`config.mk`:
```
export PLATFORM = sky130hd
export DESIGN_NAME = mem_port_arbiter_flat
export DESIGN_NICKNAME = d
export VERILOG_FILES = /design/src/rtl/mem_port_arbiter_pkg.sv /design/src/rtl/mem_port_arbiter_if.sv /design/src/rtl/mem_port_arbiter_counter.sv /design/src/rtl/mem_port_arbiter.sv /design/src/flat_wrapper.sv
export SDC_FILE = /design/constraint.sdc
export NUM_CORES = 1
export LEC_CHECK = 0
export CORE_MARGIN = 2
export CORE_UTILIZATION = 38
export DETAILED_ROUTE_END_ITERATION = 6
export HOLD_SLACK_MARGIN = 0.02
export PLACE_DENSITY = 0.77
export RECOVER_POWER = 25
export SETUP_SLACK_MARGIN = 0.05
export SYNTH_ARGS = -nofsm -noshare
export SYNTH_HDL_FRONTEND = slang
export SYNTH_HIERARCHICAL = 1
export SYNTH_SLANG_ARGS = --single-unit
```
`constraint.sdc`:
```
create_clock -name clk -period 2.95 [get_ports clk]
set_input_delay 0.885 -clock clk [delete_from_list [all_inputs] [get_ports clk]]
set_output_delay 0.885 -clock clk [all_outputs]
set_load 0.005 [all_outputs]
```
`src/rtl/mem_port_arbiter_pkg.sv`:
```
// Shared types and constants for the unified-memory port arbiter and the
// pipeline stages that talk to it.
package mips_mem_pkg;

    localparam int DEF_AW = 32;  // byte address width used by if_stage/mem_stage
    localparam int DEF_DW = 32;  // memory word width
    localparam int LAT_W  = 4;   // latency counter width, covers MEM_LAT up to 15

    typedef enum logic [1:0] {
        IDLE,
        BUSY_IF,
        BUSY_D
    } arb_state_t;

endpackage

```
`src/rtl/mem_port_arbiter_if.sv`:
```
// Bundle of the IF-stage, MEM-stage and memory-macro signals around the
// arbiter. The arbiter takes the slave view; the surrounding pipeline and
// memory take the master view.
interface mem_port_arbiter_if
    import mips_mem_pkg::*;
#(
    parameter int AW = DEF_AW,
    parameter int DW = DEF_DW
);
    // instruction fetch side
    logic          if_req;
    logic [AW-1:0] if_addr;
    logic          if_valid;
    logic [DW-1:0] if_rdata;
    logic          if_stall;
    // load/store side
    logic          d_req;
    logic          d_we;
    logic [AW-1:0] d_addr;
    logic [DW-1:0] d_wdata;
    logic          d_valid;
    logic [DW-1:0] d_rdata;
    logic          d_stall;
    // memory macro side
    logic          m_en;
    logic          m_we;
    logic [AW-1:0] m_addr;
    logic [DW-1:0] m_wdata;
    logic [DW-1:0] m_rdata;

    modport slave (
        input  if_req, if_addr, d_req, d_we, d_addr, d_wdata, m_rdata,
        output if_valid, if_rdata, if_stall, d_valid, d_rdata, d_stall,
               m_en, m_we, m_addr, m_wdata
    );

    modport master (
        output if_req, if_addr, d_req, d_we, d_addr, d_wdata, m_rdata,
        input  if_valid, if_rdata, if_stall, d_valid, d_rdata, d_stall,
               m_en, m_we, m_addr, m_wdata
    );

endinterface

```
`src/rtl/mem_port_arbiter_counter.sv`:
```
// Access latency counter: cleared on a grant, counts while an access is in
// flight, and flags the cycle in which the memory read data is valid.
module mem_lat_counter
    import mips_mem_pkg::*;
#(
    parameter int MEM_LAT = 2
) (
    input  logic clk,
    input  logic reset,
    input  logic clear,
    input  logic inc,
    output logic tc
);

    logic [LAT_W-1:0] count_q;

    // Cycle counter; it never passes MEM_LAT because the FSM leaves BUSY at tc.
    // NOTE: state is updated with <= so every flop samples pre-edge values.
    always_ff @(posedge clk or negedge reset) begin
        if (!reset) begin
            count_q <= '0;
        end else if (clear) begin
            count_q <= '0;
        end else if (inc) begin
            count_q <= count_q + 1'b1;
        end
    end

    assign tc = (count_q == LAT_W'(MEM_LAT - 1));

endmodule

```
`src/rtl/mem_port_arbiter.sv`:
```
// Shares one single-port memory between instruction fetch and load/store.
// Load/store wins arbitration unless it has already taken MAX_STREAK grants in
// a row while a fetch was waiting. The new access is presented to the memory
// in the grant cycle and held in registers for the rest of the access.
module mem_port_arbiter
    import mips_mem_pkg::*;
#(
    parameter int AW         = DEF_AW,
    parameter int DW         = DEF_DW,
    parameter int MEM_LAT    = 2,
    parameter int MAX_STREAK = 3
) (
    input  logic                  clk,
    input  logic                  reset,
    mem_port_arbiter_if.slave     bus
);

    localparam int STREAK_W = $clog2(MAX_STREAK + 1);

    arb_state_t          state_q, state_d;
    logic                grant_if, grant_d;
    logic                if_done, d_done, load_done;
    logic                tc;
    logic                force_if;
    logic [STREAK_W-1:0] streak_q;
    logic [AW-1:0]       m_addr_q;
    logic [DW-1:0]       m_wdata_q;
    logic                m_we_q;
    logic [DW-1:0]       if_rdata_q, d_rdata_q;

    mem_lat_counter #(.MEM_LAT(MEM_LAT)) u_lat (
        .clk   (clk),
        .reset (reset),
        .clear (grant_if | grant_d),
        .inc   (state_q != IDLE),
        .tc    (tc)
    );

    // IF must win once data has taken MAX_STREAK consecutive grants past it.
    assign force_if = bus.if_req && (streak_q == STREAK_W'(MAX_STREAK));

    // Arbitration, completion detection and next state.
    // NOTE: every output gets a default first so no latch is inferred.
    always_comb begin
        state_d  = state_q;
        grant_if = 1'b0;
        grant_d  = 1'b0;
        if_done  = 1'b0;
        d_done   = 1'b0;
        unique case (state_q)
            IDLE: begin
                // no grant while reset is held, so m_en stays low in reset
                if (reset) begin
                    if (bus.d_req && !force_if) begin
                        grant_d = 1'b1;
                        state_d = BUSY_D;
                    end else if (bus.if_req) begin
                        grant_if = 1'b1;
                        state_d  = BUSY_IF;
                    end
                end
            end
            BUSY_IF: begin
                if (tc) begin
                    if_done = 1'b1;
                    state_d = IDLE;
                end
            end
            BUSY_D: begin
                if (tc) begin
                    d_done  = 1'b1;
                    state_d = IDLE;
                end
            end
            default: state_d = IDLE;
        endcase
    end

    // FSM state register; an async reset aborts any access in flight.
    always_ff @(posedge clk or negedge reset) begin
        if (!reset) begin
            state_q <= IDLE;
        end else begin
            state_q <= state_d;
        end
    end

    // Consecutive data grants taken while a fetch was waiting.
    always_ff @(posedge clk or negedge reset) begin
        if (!reset) begin
            streak_q <= '0;
        end else if (!bus.if_req || grant_if) begin
            streak_q <= '0;
        end else if (grant_d && streak_q != STREAK_W'(MAX_STREAK)) begin
            streak_q <= streak_q + 1'b1;
        end
    end

    // Latch the granted request so the memory sees it for the whole access.
    always_ff @(posedge clk or negedge reset) begin
        if (!reset) begin
            m_addr_q  <= '0;
            m_wdata_q <= '0;
            m_we_q    <= 1'b0;
        end else if (grant_d) begin
            m_addr_q  <= bus.d_addr;
            m_wdata_q <= bus.d_wdata;
            m_we_q    <= bus.d_we;
        end else if (grant_if) begin
            m_addr_q  <= bus.if_addr;
            m_we_q    <= 1'b0;
        end
    end

    // Keep the last word returned to each requester.
    always_ff @(posedge clk or negedge reset) begin
        if (!reset) begin
            if_rdata_q <= '0;
            d_rdata_q  <= '0;
        end else begin
            if (if_done) begin
                if_rdata_q <= bus.m_rdata;
            end
            if (load_done) begin
                d_rdata_q <= bus.m_rdata;
            end
        end
    end

    // Stores complete without touching d_rdata.
    assign load_done = d_done && !m_we_q;

    // In the grant cycle the new request bypasses the registers so the memory
    // samples it together with m_en; afterwards the registered copy holds it.
    assign bus.m_en    = grant_if | grant_d;
    assign bus.m_addr  = grant_d ? bus.d_addr  : (grant_if ? bus.if_addr : m_addr_q);
    assign bus.m_wdata = grant_d ? bus.d_wdata : m_wdata_q;
    assign bus.m_we    = grant_d ? bus.d_we    : (grant_if ? 1'b0 : m_we_q);

    assign bus.if_valid = if_done;
    assign bus.d_valid  = d_done;
    assign bus.if_rdata = if_done   ? bus.m_rdata : if_rdata_q;
    assign bus.d_rdata  = load_done ? bus.m_rdata : d_rdata_q;
    assign bus.if_stall = bus.if_req & ~if_done;
    assign bus.d_stall  = bus.d_req  & ~d_done;

endmodule

```
`src/flat_wrapper.sv`:
```
// flat-port wrapper written by rule: the top's interface ports become plain ports
module mem_port_arbiter_flat import mips_mem_pkg::*;
#(
    parameter int AW         = DEF_AW,
    parameter int DW         = DEF_DW,
    parameter int MEM_LAT    = 2,
    parameter int MAX_STREAK = 3
)
  (clk, reset, bus_if_req, bus_if_addr, bus_d_req, bus_d_we, bus_d_addr, bus_d_wdata, bus_m_rdata, bus_if_valid, bus_if_rdata, bus_if_stall, bus_d_valid, bus_d_rdata, bus_d_stall, bus_m_en, bus_m_we, bus_m_addr, bus_m_wdata);
  mem_port_arbiter_if #(.AW(AW), .DW(DW)) bus_i ();
  input  logic clk;
  input  logic reset;
  input wire logic [$bits(bus_i.if_req)-1:0] bus_if_req;
  input wire logic [$bits(bus_i.if_addr)-1:0] bus_if_addr;
  input wire logic [$bits(bus_i.d_req)-1:0] bus_d_req;
  input wire logic [$bits(bus_i.d_we)-1:0] bus_d_we;
  input wire logic [$bits(bus_i.d_addr)-1:0] bus_d_addr;
  input wire logic [$bits(bus_i.d_wdata)-1:0] bus_d_wdata;
  input wire logic [$bits(bus_i.m_rdata)-1:0] bus_m_rdata;
  output wire logic [$bits(bus_i.if_valid)-1:0] bus_if_valid;
  output wire logic [$bits(bus_i.if_rdata)-1:0] bus_if_rdata;
  output wire logic [$bits(bus_i.if_stall)-1:0] bus_if_stall;
  output wire logic [$bits(bus_i.d_valid)-1:0] bus_d_valid;
  output wire logic [$bits(bus_i.d_rdata)-1:0] bus_d_rdata;
  output wire logic [$bits(bus_i.d_stall)-1:0] bus_d_stall;
  output wire logic [$bits(bus_i.m_en)-1:0] bus_m_en;
  output wire logic [$bits(bus_i.m_we)-1:0] bus_m_we;
  output wire logic [$bits(bus_i.m_addr)-1:0] bus_m_addr;
  output wire logic [$bits(bus_i.m_wdata)-1:0] bus_m_wdata;
  assign bus_i.if_req = bus_if_req;
  assign bus_i.if_addr = bus_if_addr;
  assign bus_i.d_req = bus_d_req;
  assign bus_i.d_we = bus_d_we;
  assign bus_i.d_addr = bus_d_addr;
  assign bus_i.d_wdata = bus_d_wdata;
  assign bus_i.m_rdata = bus_m_rdata;
  assign bus_if_valid = bus_i.if_valid;
  assign bus_if_rdata = bus_i.if_rdata;
  assign bus_if_stall = bus_i.if_stall;
  assign bus_d_valid = bus_i.d_valid;
  assign bus_d_rdata = bus_i.d_rdata;
  assign bus_d_stall = bus_i.d_stall;
  assign bus_m_en = bus_i.m_en;
  assign bus_m_we = bus_i.m_we;
  assign bus_m_addr = bus_i.m_addr;
  assign bus_m_wdata = bus_i.m_wdata;
  mem_port_arbiter #(.AW(AW), .DW(DW), .MEM_LAT(MEM_LAT), .MAX_STREAK(MAX_STREAK)) u_core (.clk(clk), .reset(reset), .bus(bus_i));
endmodule
```
-- After elaboration in Yosys (flattened, before gate mapping)
Cells that the tools add are included.
- bits in registers: 137
- input bits: 133
- output and inout bits: 134
- add/sub/neg operators: 2
- equal/unequal tests: 8
- mux-type cells: 26
- bitwise gates (word level): 5
- reduce and logical (&&, ||, !) cells: 14
- operators with widths (operator ; count):
    $mux W32 ; 5
    $mux W1 ; 12
    $mux W2 ; 6
    $mux W4 ; 2
    $reduce_bool A2 Y1 ; 3
    $add A4 B1 Y4 const B ; 1
    $eq A2 B2 Y1 const B ; 2
    $eq A4 B1 Y1 const B ; 1
    $logic_and A1 B1 Y1 ; 4
    $ne A2 B2 Y1 const B ; 2
    $pmux W2 S2 ; 1
    $logic_not A1 Y1 ; 3
    $ne A3 B2 Y1 const B ; 1
    $reduce_and A3 Y1 ; 1
    $add A2 B1 Y2 const B ; 1
    $and A1 B1 Y1 ; 2
    $eq A2 B1 Y1 const B ; 1
    $logic_not A2 Y1 ; 1
    $ne A2 B1 Y1 const B ; 1
    $not A1 Y1 ; 2
    $reduce_or A2 Y1 ; 1
    $logic_or A1 B1 Y1 ; 1
    $or A1 B1 Y1 ; 1

-- Depth between registers and ports, before layout
Gate-level depths: netlist of run 1.
- depth after elaboration: 10
- gate-level depth with buffers: 8
- gate-level depth less buffers: 7

-- Modules after synthesis
Netlist of run 1, hierarchy kept.
- by module, submodules not included (module ; times used ; cells an instance ; area each (um^2)):
    mem_port_arbiter ; 1 ; 433 ; 5670.4
    mem_lat_counter ; 1 ; 20 ; 221.5

-- Worst setup path after synthesis of run 1
No wires, ideal clock.
- path type: input to output
- from: in bus_d_req
- to: out bus_m_addr[10]
- data arrival time: 1.995 ns
- data required time: 2.065 ns
- slack: 0.070 ns
- stages: 7
- path buffers: 4
- cell sequence: a21bo_1 > buf_6 > or2_1 > buf_6 > buf_6 > buf_6 > a31oi_1
- cells in the longest elaborated chain, start to end: 6
- elaborated cells between the ends (all ways): 9
- RTL lines (item ; RTL line ; source):
    start, declared ; flat_wrapper.sv:15 ; input wire logic [$bits(bus_i.d_req)-1:0] bus_d_req;
    $logic_and A1 B1 Y1 * ; mem_port_arbiter.sv:54 ; if (bus.d_req && !force_if) begin
    $mux W1 ; mem_port_arbiter.sv:54 ;
    $mux W1 ; mem_port_arbiter.sv:53 ; if (reset) begin
    $mux W1 ; mem_port_arbiter.sv:50 ; unique case (state_q)
    $mux W32 ; mem_port_arbiter.sv:136 ; assign bus.m_addr = grant_d ? bus.d_addr : (grant_if ? bus.if_addr : m_addr_q);
    $mux W32 * ; mem_port_arbiter.sv:136 ;
    end, declared ; flat_wrapper.sv:28 ; output wire logic [$bits(bus_i.m_addr)-1:0] bus_m_addr;
Every way passes the cells marked *; elsewhere a longest branch is shown, timed or not.

-- Worst setup path after layout of run 1
- from: reg u_core.streak_q[0]
- to: out bus_m_wdata[9]
- cells in the longest elaborated chain, start to end: 8
- RTL lines (item ; RTL line ; source):
    start, declared ; mem_port_arbiter.sv:25 ; logic [STREAK_W-1:0] streak_q;
    start signal, assigned ; mem_port_arbiter.sv:95 ; streak_q <= streak_q + 1'b1;
    $eq A2 B2 Y1 ; mem_port_arbiter.sv:40 ; assign force_if = bus.if_req && (streak_q == STREAK_W'(MAX_STREAK));
    $logic_and A1 B1 Y1 ; mem_port_arbiter.sv:40 ;
    $logic_not A1 Y1 ; mem_port_arbiter.sv:54 ;
    $logic_and A1 B1 Y1 ; mem_port_arbiter.sv:54 ;
    $mux W1 ; mem_port_arbiter.sv:54 ;
    $mux W1 ; mem_port_arbiter.sv:53 ;
    $mux W1 ; mem_port_arbiter.sv:50 ;
    $mux W32 ; -- ;
    end, declared ; flat_wrapper.sv:29 ; output wire logic [$bits(bus_i.m_wdata)-1:0] bus_m_wdata;
No other way between the ends.

==> impl_metrics.yaml, run 1 <==
synthesis:
  synth.cell_area_sq_um: 5890
  synth_cell_types: 34
  syn-num-nets: 592
  yosysWarnings: 6
  synth_compound_area_frac: 0.0741
  synth_edf_count: 0
  yosysSeqAreaShare: 0.582
  avgSynthCellArea_sq_um: 13.0
  synthAdderAreaFrac: 0.0127
  async_reset_ff_frac: 1.00
  synth_top_family_by_area: "multiplexers"
  netlist_instances: 453
  synthFlopType: "dfrtp_1"
  synthSimpleGateAreaFrac: 0.0866
  synth_seq_cells: 137
  synth_mux_area_frac: 0.204
  synth-xor-area-share: 0.00149
final_layout:
  fill_cells: 955
  layout_commonest_cell: "dfrtp_1"
  mostFrequentLayoutCells: "dfrtp_1, clkdlybuf4s50_1, buf_4"
  final_nets: 969
  stdcell_count: 1030
  layout-drive-gt1-share: 0.539
  syn_to_final_growth_pct: 89.1
  diodes: 0
detailed_routing:
  highest_layer: "met4"
  wl_met3_microns: 1510
  wl_met1_microns: 8750
  avgViaCountPerCell: 5.43
  routed-via-count: 5594
  drc_errors: 0
  wl_microns: 22900
  dr.pass1.iters: 4
  ant_nets: 0
  wire_per_inst_microns: 22.2
  drt_iter0_drc: 300
  dr_wl_met2_microns: 11800
clock_tree:
  clkTransAtPathRegs_ps: 50
  cts_max_level: 4
  hold_buffers: 0
  clk_path_buf_depth: 2
  cts_tree: "done"
  cts_made_buffers: 17
  insertion_delay_ps: 420
  cts_root_buffer: "clkbuf_16"
  clock_sinks: 137
critical_path:
  endpoint_kind: "output port"
  cp.arrival_ps: 2440
  worstSetupPathType: "reg2out"
  critPathLaunchType: "flip-flop"
  required_ps: 2070
  cp_max_fo: 5
  rrSetupSlack_ps: 480
floorplan:
  row_count: 45
  start_util: 0.388
  die_x_microns: 129
  fp.coreArea_sq_um: 15200
  fp.dieArea_sq_um: 16500
  io_pins: 267
  dieHeight_microns: 129
global_routing:
  antenna_found_initial: 0
  grt_max_degree: 76
  grt_first_pass_wirelength_microns: 32400
  grt-ovfl-total: 0
  grt.total_usage: 0.258
  grt_pass1_vias: 5888
sta:
  fin_skew_ps: 11.1
  period_needed_ps: 3330
  period_share: 1.13
  setup_viol: 123
  finalHoldViolations: 0
  tightest_slew_ps: 1400
  slew_headroom: 0.0641
  slew_violations: 0
  rsz0062_at_grt: "yes"
  fmax_mhz: 300
  finalSetupTns_ps: -24400
  layout_setup_ws_ps: -379
power:
  p_int_w: 0.00746
  switchingPower_w: 0.00344
  switching_share: 0.315
  power.share.clock: 0.194
  peakVddDrop_uv: 533
  seq_power_share: 0.286
  leakage_nw: 4.99
  power_frac_comb: 0.520
  powerDensity_nw_per_um2: 978
place:
  place_ws_ps: -821
  portBuffers: 266
  dp_cells: 901
  place.gp.congestion: 0.805
  hpwl_microns: 12500
flow_run:
  max_cap_violations: 0
run_status:
  status: "complete, but fails checks"
  violations: "setup timing"
hold_path:
  hold_class: "in2async"
per-layer routing:
| metal | global-route usage | up-vias |
|---|---|---|
| met5 | 0 | - |
| met4 | 0.121 | 0 |
| met1 | 0.298 | 2847 |
| met3 | 0.0753 | 58 |
| li1 | - | 2409 |
| met2 | 0.441 | 280 |
worst max-delay path: stages, from the launching register on:
cell	delay [ps]
dfrtp_1	390
ha_2	200
a21bo_1	200
or2_4	310
buf_16	150
buf_12	120
buf_12	120
buf_12	120
mux2_4	300
buf_6	120
layout make-up:
cell class | count | area [sq um] | area share
inverters | 6 | 22.5 | 0.00202
clock inverters | 7 | 91.3 | 0.00820
multi-input cells | 271 | 2970 | 0.267
flip-flops and latches | 137 | 3430 | 0.308
clock buffers | 24 | 492 | 0.0441
well taps | 188 | 235 | 0.0211
repair buffers | 397 | 3900 | 0.350
per-stage QoR:
step                total power [W]  utilization  area [sq um]  hold slack [ps]
finish                       0.0109        0.733         11100              372
global route                 0.0114        0.733         11100              361
CTS                          0.0103        0.694         10600              358
detailed placement          0.00773        0.588          8940              477
global placement            0.00754        0.588          8940              476
floorplan                   0.00486            -          5890              476
kinds of logic after synthesis:
group	Yosys count
XOR/XNOR	1
multiplexers	98
AND/OR/NAND/NOR	91
adder cells (fa/ha/maj)	6
buffers and inverters	45
flip-flops	137
AO/OA/AOI/OAI	75
Yosys cell counts (3+ instances only):
cell | number | area share
buf_2 | 3 | 0.0025
nor2_1 | 3 | 0.0019
nor2b_1 | 4 | 0.0042
nand2_1 | 5 | 0.0032
and2_1 | 3 | 0.0032
ha_1 | 6 | 0.013
mux2_2 | 70 | 0.13
a31oi_1 | 32 | 0.034
inv_1 | 6 | 0.0038
clkbuf_1 | 27 | 0.017
nor3_1 | 32 | 0.027
buf_6 | 8 | 0.015
mux2_4 | 26 | 0.066
dfrtp_1 | 137 | 0.58
nand2b_1 | 3 | 0.0032
a21oi_1 | 3 | 0.0025
nand4_1 | 33 | 0.035
o21ai_0 | 34 | 0.029
what timing repair did:
action                     in CTS  in global routing
setup endpoints to repair     134                134
resized for setup             506                199
setup buffers                  48                 46
pin swaps                       9                 10
gates cloned                    8                  5
state kept, by name, summed over array words and instances (netlist names):
register / count
u_core/if_rdata_q: 32
u_core/streak_q: 2
u_core/u_lat/count_q: 4
u_core/state_q: 2
u_core/d_rdata_q: 32
u_core/m_wdata_q: 32
u_core/m_addr_q: 32
u_core/m_we_q: 1
final timing paths:
check / from / endpoint / cells after the start
max: u_core/streak_q[0] / bus_m_wdata[9] / 9
min: reset / u_core/state_q[1] / 2
max reg2reg: u_core/streak_q[0] / u_core/m_addr_q[25] / 16
min reg2reg: u_core/d_rdata_q[11] / u_core/d_rdata_q[11] / 1
max in group asynchronous: reset / u_core/d_rdata_q[1] / 3
min in group clk: u_core/d_rdata_q[11] / u_core/d_rdata_q[11] / 1
power by group through the flow:
stage	logic [W]	clock network, W	registers, W
6_report	0.00566	0.00212	0.00312
5_1_grt	0.00601	0.00224	0.00319
4_1_cts	0.00506	0.00214	0.00308
3_5_place_dp	0.00464	0	0.00309
3_3_place_gp	0.00450	0	0.00304
2_1_floorplan	0.00188	0	0.00299
Note: power is estimated with default switching activity, not from simulation.
==> run 2, diff against run 1 <==
CORE_UTILIZATION = 35   (was 38)
PLACE_DENSITY = 0.72   (was 0.77)
SYNTH_HIERARCHICAL = default   (was 1)
==> impl_metrics.yaml, run 2 <==
run_status:
  status: "complete, but fails checks"
  violations: "setup timing"
clock_tree:
  insertion_delay_ps: 420
  cts_tree: "done"
  clkTransAtPathRegs_ps: 50
  cts_made_buffers: 17
  cts_root_buffer: "clkbuf_16"
  clock_sinks: 137
  cts_max_level: 4
  clk_path_buf_depth: 2
floorplan:
  dieHeight_microns: 133
  fp.dieArea_sq_um: 17800
  die_x_microns: 133
  row_count: 47
  io_pins: 267
  start_util: 0.356
  fp.coreArea_sq_um: 16500
sta:
  layout_setup_ws_ps: -388
  fin_skew_ps: 10.1
  period_needed_ps: 3340
  setup_viol: 129
  slew_headroom: 0.285
  period_share: 1.13
  slew_violations: 0
  fmax_mhz: 300
  finalHoldViolations: 0
  rsz0062_at_grt: "yes"
  tightest_slew_ps: 1070
synthesis:
  synth_edf_count: 0
  synth.cell_area_sq_um: 5860
  synth_top_area_cell: "dfrtp_1"
  syn-num-nets: 594
  synth_most_common_cell: "dfrtp_1"
  synth_seq_cells: 137
  netlist_top_cells_count: "dfrtp_1, mux2_2, o21ai_0"
  synth_top_area_share: 0.585
  avgSynthCellArea_sq_um: 12.9
  yosysWarnings: 0
  yosysSeqAreaShare: 0.585
  synthFlopType: "dfrtp_1"
  async_reset_ff_frac: 1.00
  yosys-top-cells-area: "dfrtp_1, mux2_2, mux2_4"
  synth_cell_types: 32
  netlist_instances: 455
place:
  dp_cells: 958
  post_dp_cell_area_sq_um: 9070
  portBuffers: 266
  hpwl_microns: 12400
  place.gp.congestion: 0.785
  place_ws_ps: -882
critical_path:
  slowest_delay_ps: 300
  worstSetupPathType: "in2out"
  worst_r2r_path_depth: 17
  timing.rr.end: "u_core.m_addr_q[12]"
  cp_common_cell: "buf_6"
  reg2reg_from: "u_core.streak_q[0]"
  rrSetupSlack_ps: 60
  crit_family: "buffers and inverters"
  cp.arrival_ps: 2450
  critPathLaunchType: "input port"
  crit_chain: "buf_2, a21bo_1, or2_4, buf_12, buf_16, buf_8, buf_6, mux2_4, buf_6"
  path_buf_inv: 6
  cp_max_fo: 5
  endpoint_kind: "output port"
  slowest_stage: "mux2_4"
  required_ps: 2070
global_routing:
  grt_pass1_vias: 6296
  grt-ovfl-total: 0
  grt_max_degree: 86
  grt_first_pass_wirelength_microns: 34900
  antenna_found_initial: 0
  grt.total_usage: 0.255
final_layout:
  fin_area_sq_um: 12200
  final_nets: 1067
  fin_util: 0.742
  layout_commonest_cell: "dfrtp_1"
  stdcell_count: 1160
  layout-drive-gt1-share: 0.570
  syn_to_final_growth_pct: 109
  mostFrequentLayoutCells: "dfrtp_1, buf_4, clkdlybuf4s50_1"
  diodes: 0
detailed_routing:
  routed-via-count: 5960
  ant_nets: 0
  wl_microns: 24900
  drt_iter0_drc: 346
  wire_per_inst_microns: 21.5
  avgViaCountPerCell: 5.14
  dr.pass1.iters: 5
  drc_errors: 0
power:
  powerDensity_nw_per_um2: 1010
  finalPower_w: 0.0123
  peakVddDrop_uv: 470
  leakage_nw: 5.66
flow_run:
  max_cap_violations: 0
hold_path:
  hold_class: "in2async"
==> run 2: cell count changes after synthesis, sizes merged, moves of 2 or more <==
cell	previous run	this run
clkbuf	27	24
nand2	5	7
o21ai	34	38
inv	6	8
a21oi	3	1
nand2b	3	0
buf	12	15
nand3	2	5
nor2b	4	2
==> run 2: how the worst max path moves through the flow <==
stage | endpoint | depth (start not counted) | start | slack, ps
after floorplan | bus_m_wdata[17] | 6 | bus_d_req | 60
after global placement | bus_m_addr[29] | 6 | bus_d_req | -860
after detailed placement | bus_m_wdata[16] | 6 | bus_d_req | -880
after CTS | bus_if_rdata[7] | 7 | u_core.u_lat.count_q[1] | -550
after global routing | bus_m_wdata[16] | 9 | u_core.streak_q[0] | -430
final | bus_m_wdata[2] | 9 | bus_if_req | -390
==> run 2: worst register-to-register path, stage by stage, from the launching register on <==
cell     delay (ps)
dfrtp_1         390
ha_2            210
buf_6           120
or2b_1          260
buf_6           140
buf_12          120
buf_8           120
buf_6           120
nand4_1         160
a31oi_4         120
buf_4           160
buf_4           120
buf_4           130
buf_4           130
buf_4           130
buf_4           120
buf_4           120
buf_4           130
==> run 2: layout make-up <==
class	count	area, sq um
clock buffers	21	460
clock inverters	10	144
fillers	1007	4240
inverters	8	32.5
multi-input cells	271	3020
flip-flops and latches	137	3430
well taps	220	275
repair buffers	493	4870
==> run 2: cell families (layout without fill, tap and decap cells) <==
family | Yosys count | count (layout) | synth area share
AO/OA/AOI/OAI | 77 | 77 | 0.0756
multiplexers | 98 | 98 | 0.197
AND/OR/NAND/NOR | 90 | 90 | 0.0870
flip-flops | 137 | 137 | 0.585
adder cells (fa/ha/maj) | 6 | 6 | 0.0128
buffers and inverters | 47 | 532 | 0.0419
==> run 2: per-stage QoR <==
| step | TNS [ps] | hold slack, ps |
|---|---|---|
| after floorplan | 0 | 476 |
| final | -28840 | 392 |
| after global placement | -60170 | 479 |
| after CTS | -38730 | 367 |
| after detailed placement | -61900 | 478 |
| after global routing | -36660 | 383 |
==> run 2: repair_timing <==
action,4_1_cts,5_1_grt
hold buffers,0,0
resized for setup,539,270
setup endpoints to repair,134,137
cloned,13,6
pin swaps,50,25
setup buffers,112,60
==> run 2: routing by layer <==
layer | vias up | track usage | wire [microns]
li1 | 2628 | - | -
met2 | 298 | 0.438 | 12700
met1 | 2964 | 0.304 | 9650
met3 | 70 | 0.0624 | 1660
met4 | 0 | 0.116 | 879
met5 | - | 0 | 0
==> run 2: where the power goes <==
group          internal, W  switching (W)
combinational      0.00433        0.00265
sequential         0.00280       0.000342
clock              0.00137       0.000807
total              0.00851        0.00380
